[src/rtl/alu_ctrl_unit.sv]
// Instruction sequencer driving a clocked alu: fetch/decode/exec/writeback over a synchronous ROM.
// Optional: define CTRL_ILLEGAL_TRAP_EN to halt with err=1 on illegal opcodes (default: execute as NOP).
module alu_ctrl_unit #(
    parameter int N     = 12,
    parameter int PC_W  = 8,
    parameter int INS_W = 16
) (
    input  logic             clk,
    input  logic             rst,
    input  logic             start,
    output logic [PC_W-1:0]  ins_addr,
    input  logic [INS_W-1:0] ins_data,
    output logic [2:0]       alu_op,
    output logic [1:0]       sel_a,
    output logic [1:0]       sel_b,
    output logic [1:0]       wr_sel,
    output logic             wr_en,
    input  logic             z,
    output logic             busy,
    output logic             done,
    output logic             err
);

    typedef enum logic [2:0] {
        IDLE,
        FETCH,
        DECODE,
        EXEC,
        WB,
        HALT
    } state_t;

    if (INS_W != 16 || N < 1) begin : g_bad_cfg
        $error("alu_ctrl_unit: INS_W must be 16 and N positive");
    end

    state_t          state, state_n;
    logic [PC_W-1:0] pc, pc_n;
    logic [14:6]     ir;
    logic            zflag;
    logic [1:0]      sel_a_q, sel_b_q, wr_sel_q;
    logic [3:0]      dec_op;
    logic [PC_W-1:0] dec_target;

    assign dec_op     = ins_data[15:12];
    assign dec_target = ins_data[PC_W-1:0];
    assign ins_addr   = pc;

`ifdef CTRL_ILLEGAL_TRAP_EN
    logic err_q, err_n;
    assign err = err_q;
`else
    assign err = 1'b0;
`endif

    // Only the opcode low bits and register fields of ir are consumed after DECODE.
    always_ff @(posedge clk) begin
        if (rst) begin
            state    <= IDLE;
            pc       <= '0;
            ir       <= '0;
            zflag    <= 1'b0;
            sel_a_q  <= '0;
            sel_b_q  <= '0;
            wr_sel_q <= '0;
`ifdef CTRL_ILLEGAL_TRAP_EN
            err_q    <= 1'b0;
`endif
        end else begin
            state <= state_n;
            pc    <= pc_n;
            if (state == DECODE) begin
                ir <= ins_data[14:6];
            end
            if (state == EXEC) begin
                sel_a_q <= ir[9:8];
                sel_b_q <= ir[7:6];
            end
            if (state == WB) begin
                wr_sel_q <= ir[11:10];
                zflag    <= z;
            end
`ifdef CTRL_ILLEGAL_TRAP_EN
            err_q <= err_n;
`endif
        end
    end

    always_comb begin
        state_n = state;
        pc_n    = pc;
`ifdef CTRL_ILLEGAL_TRAP_EN
        err_n   = err_q;
`endif
        case (state)
            IDLE, HALT: begin
                if (start) begin
                    pc_n    = '0;
                    state_n = FETCH;
`ifdef CTRL_ILLEGAL_TRAP_EN
                    err_n   = 1'b0;
`endif
                end
            end
            FETCH: state_n = DECODE;
            DECODE: begin
                case (dec_op)
                    4'h1, 4'h2, 4'h3, 4'h4: state_n = EXEC;
                    4'h0: begin
                        pc_n    = pc + PC_W'(1);
                        state_n = FETCH;
                    end
                    4'h8: begin
                        pc_n    = dec_target;
                        state_n = FETCH;
                    end
                    4'h9: begin
                        pc_n    = zflag ? dec_target : pc + PC_W'(1);
                        state_n = FETCH;
                    end
                    4'hF: state_n = HALT;
                    default: begin
`ifdef CTRL_ILLEGAL_TRAP_EN
                        state_n = HALT;
                        err_n   = 1'b1;
`else
                        pc_n    = pc + PC_W'(1);
                        state_n = FETCH;
`endif
                    end
                endcase
            end
            EXEC: state_n = WB;
            WB: begin
                pc_n    = pc + PC_W'(1);
                state_n = FETCH;
            end
            default: state_n = IDLE;
        endcase
    end

    // Selects come live from ir in their active state and otherwise show the last issued value.
    always_comb begin
        alu_op = '0;
        sel_a  = sel_a_q;
        sel_b  = sel_b_q;
        wr_sel = wr_sel_q;
        wr_en  = 1'b0;
        busy   = (state != IDLE) && (state != HALT);
        done   = (state == HALT);
        case (state)
            EXEC: begin
                alu_op = ir[14:12];
                sel_a  = ir[9:8];
                sel_b  = ir[7:6];
            end
            WB: begin
                wr_en  = 1'b1;
                wr_sel = ir[11:10];
            end
            default: ;
        endcase
    end

endmodule

[config.mk]
export PLATFORM = sky130hd
export DESIGN_NAME = alu_ctrl_unit
export DESIGN_NICKNAME = d
export VERILOG_FILES = /design/src/rtl/alu_ctrl_unit.sv
export SDC_FILE = /design/constraint.sdc
export NUM_CORES = 1
export LEC_CHECK = 0
export CAP_MARGIN = 30
export CORE_AREA = 3 3 58 87
export DETAILED_ROUTE_END_ITERATION = 8
export DIE_AREA = 0 0 61 90
export GPL_TIMING_DRIVEN = 0
export RECOVER_POWER = 25
export SYNTH_ARGS = -nofsm -noshare
export SYNTH_HDL_FRONTEND = slang
export SYNTH_SLANG_ARGS = --single-unit
[constraint.sdc]
create_clock -name clk -period 2.6 [get_ports clk]
set_input_delay 0.52 -clock clk [delete_from_list [all_inputs] [get_ports clk]]
set_output_delay 0.52 -clock clk [all_outputs]
set_load 0.02 [all_outputs]
==> results of run 1 <==
==> sequential cells by signal, summed over array words and instances (netlist names) <==
| name | cells |
|---|---|
| ins_addr | 8 |
| wr_sel_q | 2 |
| sel_b_q | 2 |
| sel_a_q | 2 |
| zflag | 1 |
| ir | 9 |
| state | 3 |
==> cell families after synthesis <==
kind of cell | count (synthesis) | share of synthesized area [%]
AOI/OAI and AO/OA | 45 | 23.8
adders and majority gates | 2 | 1.47
muxes | 4 | 2.95
DFF | 27 | 35.4
other | 1 | 0.245
buffers and inverters | 17 | 6.47
and+or+nand+nor | 77 | 27.9
xor gates and xnor gates | 3 | 1.72
==> layout make-up <==
cell class / instances / area, um2 / share of cell area (%)
Inverter: 7 / 27.5 / 1.37
Multi-Input combinational cell: 132 / 890 / 44.2
Sequential cell: 27 / 542 / 26.9
Buffer: 10 / 70.1 / 3.48
Timing Repair Buffer: 38 / 380 / 18.9
Tap cell: 46 / 57.6 / 2.86
Clock buffer: 4 / 45.0 / 2.24
==> repair_timing <==
action	in CTS	in global routing
hold buffers	0	0
endpoints found under the setup margin	0	6
gates resized for setup	0	3
==> power by group <==
part,switching [mW],leakage [nW],total (mW),internal [mW]
Sequential,0.0125,0.220,0.441,0.428
Clock,0.131,0.0228,0.241,0.110
Combinational,0.101,0.501,0.190,0.0891
Total,0.244,0.743,0.871,0.627
==> cell usage after synthesis (2+ instances only) <==
master / instances / area share [%]
sky130_fd_sc_hd__a21oi_1: 17 / 5.6
sky130_fd_sc_hd__nor2_1: 10 / 2.5
sky130_fd_sc_hd__buf_6: 3 / 2.2
sky130_fd_sc_hd__o32ai_2: 3 / 3.2
sky130_fd_sc_hd__nand3_1: 4 / 1.3
sky130_fd_sc_hd__and3_1: 5 / 2.0
sky130_fd_sc_hd__o21a_1: 2 / 0.98
sky130_fd_sc_hd__buf_4: 2 / 0.98
sky130_fd_sc_hd__o21ai_0: 4 / 1.3
sky130_fd_sc_hd__nand2_1: 31 / 7.6
sky130_fd_sc_hd__buf_2: 3 / 0.98
sky130_fd_sc_hd__nand2b_1: 4 / 1.6
sky130_fd_sc_hd__dfxtp_1: 27 / 35
sky130_fd_sc_hd__mux2_2: 4 / 2.9
sky130_fd_sc_hd__nor3_1: 5 / 1.6
sky130_fd_sc_hd__inv_1: 6 / 1.5
sky130_fd_sc_hd__a221oi_2: 2 / 2.0
sky130_fd_sc_hd__nor2b_1: 7 / 2.9
sky130_fd_sc_hd__a211oi_1: 2 / 0.98
sky130_fd_sc_hd__xnor2_1: 3 / 1.7
sky130_fd_sc_hd__clkbuf_1: 2 / 0.49
==> worst paths after layout <==
check | endpoint | slack [ns] | depth (start not counted)
worst max register to register | ins_addr[4] | 0.33 | 5
worst min-delay path | ir[7] | 0.46 | 2
worst min register to register | ir[7] | 0.46 | 2
worst max-delay path | wr_sel[1] | 0.16 | 6
==> metal layers <==
metal / vias up / share of wire, % / global-route usage [%]
met2: 26 / 51 / 24.3
met3: 5 / 3.1 / 2.15
met1: 620 / 44 / 19.3
li1: 711 / - / -
met5: - / 0 / 0
met4: 0 / 1.3 / 4.16
==> worst register-to-register path, stage by stage, from the launching register on <==
cell and delay (ns):
sky130_fd_sc_hd__dfxtp_1 0.32, sky130_fd_sc_hd__buf_2 0.17, sky130_fd_sc_hd__nor3b_1 0.75, sky130_fd_sc_hd__a32oi_2 0.34, sky130_fd_sc_hd__buf_4 0.28, sky130_fd_sc_hd__o31a_1 0.30
==> stage by stage <==
step / utilization, % / instances / cell area (um2)
floorplan: - / 176 / 1530
global placement: 45.5 / 260 / 1970
detailed placement: 45.5 / 260 / 1970
CTS: 46.6 / 264 / 2010
global route: 46.6 / 264 / 2010
finish: 46.6 / 264 / 2010
==> cells in the final DEF (no fill, tap or decap), types with 2 or more instances in the layout <==
master | synthesis | final
sky130_fd_sc_hd__o21a_1 | 2 | 2
sky130_fd_sc_hd__clkbuf_1 | 2 | 4
sky130_fd_sc_hd__nor2b_4 | 1 | 2
sky130_fd_sc_hd__nor3_1 | 5 | 5
sky130_fd_sc_hd__inv_1 | 6 | 6
sky130_fd_sc_hd__nor2b_1 | 7 | 7
sky130_fd_sc_hd__nor3b_1 | 1 | 2
sky130_fd_sc_hd__xnor2_1 | 3 | 3
sky130_fd_sc_hd__nand3_1 | 4 | 4
sky130_fd_sc_hd__o32ai_2 | 3 | 3
sky130_fd_sc_hd__clkdlybuf4s50_1 | 0 | 34
sky130_fd_sc_hd__a21oi_1 | 17 | 17
sky130_fd_sc_hd__and3_1 | 5 | 5
sky130_fd_sc_hd__mux2_2 | 4 | 4
sky130_fd_sc_hd__buf_4 | 2 | 2
sky130_fd_sc_hd__a211oi_1 | 2 | 2
sky130_fd_sc_hd__buf_6 | 3 | 3
sky130_fd_sc_hd__o21ai_0 | 4 | 4
sky130_fd_sc_hd__dfxtp_1 | 27 | 26
sky130_fd_sc_hd__nand2_1 | 31 | 31
sky130_fd_sc_hd__buf_2 | 3 | 2
sky130_fd_sc_hd__clkbuf_8 | 0 | 3
sky130_fd_sc_hd__dlygate4sd3_1 | 0 | 4
sky130_fd_sc_hd__a221oi_2 | 2 | 2
sky130_fd_sc_hd__nor2_1 | 10 | 10
sky130_fd_sc_hd__nand2b_1 | 4 | 4
==> out/results.txt, run 1 <==
Using the TritonRoute via totals, the vias-per-cell ratio works out to 5.16. The number of max-cap violations was 0. From bottom edge to top edge, the die measures 90 um. Synthesis produced a netlist with a net count of 197. For this run the aggregate overflow at the end of global routing stands at 0. STA classifies the critical path startpoint as a flop. After detailed routing, the number of remaining DRC violations is 0. The final layout contains 240 nets.

Yosys printed 0 warnings. The critical path is of the flop to primary output type. Routability-driven placement finished with a final weighted congestion of 0.765. The count of final hold-check violations was 0; the average cell area after synthesis was 8.68 um2.

CTS placed an instance of sky130_fd_sc_hd__clkbuf_8 at the clock tree root. The worst min-delay path category was flop to flop. Setup violations remaining at the end of the flow were counted as 0. At the pin with the least slew margin, the transition time is 0.917 ns. The floorplan step defined a die boundary enclosing 5490 um2. After filler insertion, the fill cell instance count of the layout stands at 459. On the worst path, the slowest cell contributes a delay of 0.61 ns. The area of the mapped netlist came out at 1530 um2.

The first detailed-routing pass took 4 iterations. The setup TNS is 0 ns. The power per unit of standard cell area was 433 nW/um2. Among all stages on the critical path, the largest delay is contributed by sky130_fd_sc_hd__clkdlybuf4s50_1. The die is 61 um wide. Setup repair after global routing left no endpoint under its margin. The critical path goes through inv_1 > nand3_4 > clkinv_2 > nand2_1 > nand2_1 > clkdlybuf4s50_1. STA puts the critical path data arrival time at 1.92 ns.

The synthesis-stage register bit count came out at 27. The worst path in the final design needs a cycle of 2.44 ns, including I/O delays and setup. After floorplanning, the core was sized to cover 4320 um2. Entering global routing, the biggest net connects 15 pins. For the worst setup path, the data required time is 2.08 ns. The worst pin sits at a relative slew slack of 38.8%. 41 I/O pins were placed.

Clock buffer count from CTS: 3. Counting flops with an async set or reset pin after synthesis yields a share of 0%. VDD sags by at most 0.248 mV. The logs give 0.457 ns for the worst hold slack and 0.173 ns for the worst-case setup slack after placement.

The sequential-to-total area share from yosys stat is 35.4%, and the sum of net half-perimeters after detailed placement is 2850 um. The final clock skew came out at 0.00926 ns. Clock latency on the worst-skew pair, taken at its later pin, is 0.27 ns. The worst path uses 93.7% of the clock period.

Dominant delay contributor by cell family on the critical path: buffers and inverters. The startpoint identified for the worst register-to-register timing path is state[0]. The first global-routing pass estimated 6430 um of wire. The tools report the start point of the critical path as state[1]. The clock passes through at most 2 buffers.

The CTS clock-pin slew for the worst setup and hold paths is 0.10 ns, and the number of standard-cell rows in the floorplan is 29. Across all setup checks in the final design, the least slack found is 0.165 ns. The post-route antenna net violation count was 0; the final number of max-transition violations was 0.

The buffers plus inverters on the worst setup path is 3. The tools report the via count of the first global-routing pass as 1357. The tools report the total track usage as 14.7%.

The ratio of cells with drive above 1 in the final layout is 16.1%. The flow ran to the end, and the final reports show no timing, DRC or antenna violations. The final route contains 1362 vias.

STA classifies the critical path endpoint as a primary output. The per-cell routed wire length is 13.9 um. In the synthesized netlist, the number of instances is 176.

TritonCTS built the clock tree. The critical hold path startpoint is ir[7]. The maximum fanout encountered on the critical timing path is 7.

The repair_antennas step left the layout with diodes totalling 0. The initial antenna violation count is 0. The dominant synthesized flop cell was sky130_fd_sc_hd__dfxtp_1. The maximum clock frequency came out at 0.411 GHz. The static leakage is 0.743 nW, and the total routed wirelength is 3660 um.

The starting density of the core is 35.4%. Port buffering added 38 buffers. Yosys mapped a number of flops with a built-in enable equal to 0.

For the initial detailed-routing violation count, the log shows 28. For this design, the sink count on the clock tree is 27. The number of H-tree levels is 1, and the unique cell type count in the Yosys netlist is 51.

The most numerous cell type found on the critical path is sky130_fd_sc_hd__nand2_1. The count of buffers added by post-CTS timing repair for setup is 0, and the area added between synthesis and finish is 31.7%. The design draws 871 uW.
Power figures use the tool's default switching activity.
==> run 2, diff against run 1 <==
--- a/config.mk
+++ b/config.mk
@@ -6,10 +6,12 @@
 export NUM_CORES = 1
 export LEC_CHECK = 0
 export CAP_MARGIN = 30
-export CORE_AREA = 3 3 58 87
+export CORE_AREA = 3 3 52 78
 export DETAILED_ROUTE_END_ITERATION = 8
-export DIE_AREA = 0 0 61 90
+export DIE_AREA = 0 0 55 81
 export GPL_TIMING_DRIVEN = 0
+export MAX_ROUTING_LAYER = met4
+export PLACE_DENSITY = 0.73
 export RECOVER_POWER = 25
 export SYNTH_ARGS = -nofsm -noshare
 export SYNTH_HDL_FRONTEND = slang
==> run 2 against run 1 <==
Against the previous run:
- sequential share of layout area shrank 0.13 points
- final cell count shrank 1.5%
- non-clock buffer count is the same
- die area shrank 19%
- wire length shrank 4.3%
- via count shrank 0.29%
- final area grew 0.50%
- worst setup slack gained 0.0041 ns
- register-to-register slack gained 0.45 ns
- combinational power is essentially flat
- clock power is essentially flat
- fmax grew 0.17%
- critical endpoint is now wr_sel[0]
- largest cell class unchanged
==> out/results.txt, run 2 (synthesis results as in run 1) <==
The flow ran to the end, and the final reports show no timing, DRC or antenna violations. The tools report the starting density of the core as 44.3% (+8.9 points). The total track usage is 17.9% (+3.2 points). The area growth from synthesis to layout is 32.4%. The tools report the cell count after placement as 256 (-1.5%).

The width of the die was 55 um (-9.8%). The run gives 2.08 ns (about the same) as the worst path required time. The switching power was 247 uW (+1.3%).

The critical path is of the flop to primary output type. The initial detailed-routing violation count is 16 (-43%), and the via count of the first global-routing pass is 1294 (-4.6%). The slew of the pin with the lowest slew margin came out at 0.520 ns (-0.397 ns). The static leakage was 0.744 nW (+0.14%).

The number of standard-cell rows in the floorplan is 26 (-10%). The startpoint identified for the worst hold timing path is ir[9]. The run gives 0 (unchanged) as the number of max-cap violations.

The logs give 5870 um (-8.8%) for the wire length of the first global-routing pass and 240 (unchanged) for the net total in the final layout. The initial antenna violation count is 0 (unchanged), and the total grt overflow is 0 (unchanged). Number of buffer cells added on primary ports: 38 (unchanged). The register bank with the most flops is ir. The tools report the startpoint kind of the worst setup timing path as a flop. The logs give 3450 um2 (-20%) for the area inside the core boundary and 0.78 ns (+0.45 ns) for the reg-to-reg setup timing slack. The tree is rooted in a sky130_fd_sc_hd__clkbuf_8. The run gives 4460 um2 (-19%) as the area enclosed by the die boundary. The per-cell routed wire length is 13.5 um (-2.8%), and the count of vias placed by the detailed router is 1358 (-0.29%). Maximum fanout encountered on the critical timing path: 7 (unchanged). The tools report the setup TNS as 0 ns (unchanged). Leaving out fill and tap cells, the most frequent cells in the layout are sky130_fd_sc_hd__clkdlybuf4s50_1, sky130_fd_sc_hd__nand2_1, sky130_fd_sc_hd__dfxtp_1, sky130_fd_sc_hd__a21oi_1, sky130_fd_sc_hd__nor2_1. The run gives 0 (unchanged) as the DRC violations left.

The tools report the final number of max-transition violations as 0 (unchanged). The tools report the startpoint of the worst register-to-register path as state[0]. The tools report the critical path data arrival time as 1.91 ns (about the same).

The tools report the type of element capturing the critical path as a primary output. The total routed wirelength is 3510 um (-4.3%). TritonCTS built the clock tree. The maximum clock frequency was 0.411 GHz (+0.17%). The flip-flop count of the largest register, all copies and words added came out at 9 (unchanged). The number of fillers in the final layout was 329 (-28%). The clock period minus worst slack was 2.43 ns (-0.00406 ns); the number of top-level pins was 41 (unchanged).

The logs give 50.4% (-0.2 points) for the share of power burned in registers and 27.7% (about the same) for the clock network fraction of total power. The worst-skew pair later-pin latency is 0.27 ns (about the same). For the combinational share of power, the log shows 21.8% (about the same). The power per unit of standard cell area works out to 432 nW/um2 (-0.15%). The sum of net half-perimeters after detailed placement came out at 2720 um (-4.5%). For hold timing, the worst endpoint is ir[9]. The run gives 627 uW (about the same) as the internal power contribution.

The run gives 4 (unchanged) as the number of detailed-routing iterations run before antenna repair. The deepest clock path buffer count is 2 (unchanged). The tools report the non-filler instance count after layout as 260 (-1.5%). The area of all placed cells without fillers was 2020 um2 (+0.50%); the detail-routed via count per cell was 5.22 (+1.2%). The run gives 1 (unchanged) as the number of H-tree levels. Largest net degree at the start of global routing: 17 (+2). The endpoint identified for the worst register-to-register timing path is ins_addr[6].

The run gives 3 (unchanged) as the clock buffer count from CTS. Most frequent standard cell in the layout excluding fill and tap cells: sky130_fd_sc_hd__clkdlybuf4s50_1. The run gives 0 (unchanged) as the count of final hold-check violations. The path class of the tightest hold or removal check is flop to flop. The run gives 0.00421 ns (-0.00505 ns) as the final clock skew.

The footprint of the flip-flops and latches was 542 um2 (unchanged); the fraction of power spent switching nets was 28.3% (+0.26 points). Number of diodes: 0 (unchanged). The ratio of cells with drive above 1 in the final layout is 17.0% (+0.92 points), and the relative slew slack is 65.3% (+27 points). The count of clock tree sinks was 27 (unchanged).

The post-route clock period utilization was 93.5% (-0.16 points). The tools report the final setup slack of the worst path as 0.169 ns (+0.00406 ns). Worst-case setup slack after placement: 0.192 ns (+0.0189 ns). Setup repair after global routing left no endpoint under its margin. The tools report the final total power as 874 uW (+0.34%).

The tools report the final core utilization as 58.6% (+12 points). The tools report the maximum VDD drop as 0.339 mV (+37%). The tools report the post-route antenna net violation count as 0 (unchanged). The chip height came out at 81 um (-10%). Total area of multi-input combinational cells: 901 um2 (+1.3%). Final setup violation count: 0 (unchanged). Count of buffers added by post-CTS timing repair for setup: 0 (unchanged). The CTS clock-pin slew for the worst setup and hold paths is 0.10 ns (about the same), and the worst hold slack is 0.460 ns (+0.00303 ns). The instance area at placement is 1960 um2 (-0.25%), and the number of cells on the worst hold path is 2 (unchanged). The placer congestion estimate came out at 0.811 (+6.1%). The path depth of the worst reg2reg path was 6 (+1).
run 2: changes by cell type in the layout (fill, tap and decap cells not counted):
cell,before,now
sky130_fd_sc_hd__nor3b_4,0,1
sky130_fd_sc_hd__clkbuf_1,4,3
sky130_fd_sc_hd__nor3b_1,2,1
sky130_fd_sc_hd__clkinvlp_4,0,1
run 2: power groups by stage:
stage / Clock, mW / Combinational (mW) / Sequential, mW
global route: 0.265 / 0.209 / 0.444
finish: 0.242 / 0.191 / 0.441
detailed placement: 0 / 0.191 / 0.450
global placement: 0 / 0.190 / 0.450
floorplan: 0 / 0.111 / 0.456
CTS: 0.249 / 0.193 / 0.441
run 2: layer usage:
layer,part of all wire (%),global-route usage [%]
met4,1.8,7.06
met2,52,29.6
met3,3.4,2.20
met1,43,21.4
met5,0,-
run 2: timing repair:
action,4_1_cts,5_1_grt
gates resized for setup,0,3
hold buffers,0,0
setup endpoints to repair,0,6
run 2: how the worst max path moves through the flow:
stage                 startpoint          end  slack [ns]  cells after the start
finish                  state[1]    wr_sel[0]        0.17                      6
global route            state[1]    wr_sel[0]        0.04                      6
CTS                     state[2]     sel_b[1]        0.03                      4
detailed placement  ins_data[12]  ins_addr[7]        0.19                      7
global placement    ins_data[12]  ins_addr[7]        0.22                      7
floorplan           ins_data[14]  ins_addr[7]        0.79                      6
run 2: area by class of cell:
cell class | count | area share, %
inverters | 7 | 1.36
flip-flops and latches | 27 | 26.8
repair buffers | 38 | 18.8
clock inverters | 1 | 0.371
clock buffers | 3 | 2.04
well taps | 42 | 2.60
plain buffers | 10 | 3.47
multi-input cells | 132 | 44.6
run 2: critical path, stage by stage (launching register included):
cell	delay (ns)
sky130_fd_sc_hd__dfxtp_1	0.35
sky130_fd_sc_hd__inv_1	0.22
sky130_fd_sc_hd__nand3_4	0.18
sky130_fd_sc_hd__clkinv_2	0.14
sky130_fd_sc_hd__nand2_1	0.07
sky130_fd_sc_hd__nand2_1	0.07
sky130_fd_sc_hd__clkdlybuf4s50_1	0.60
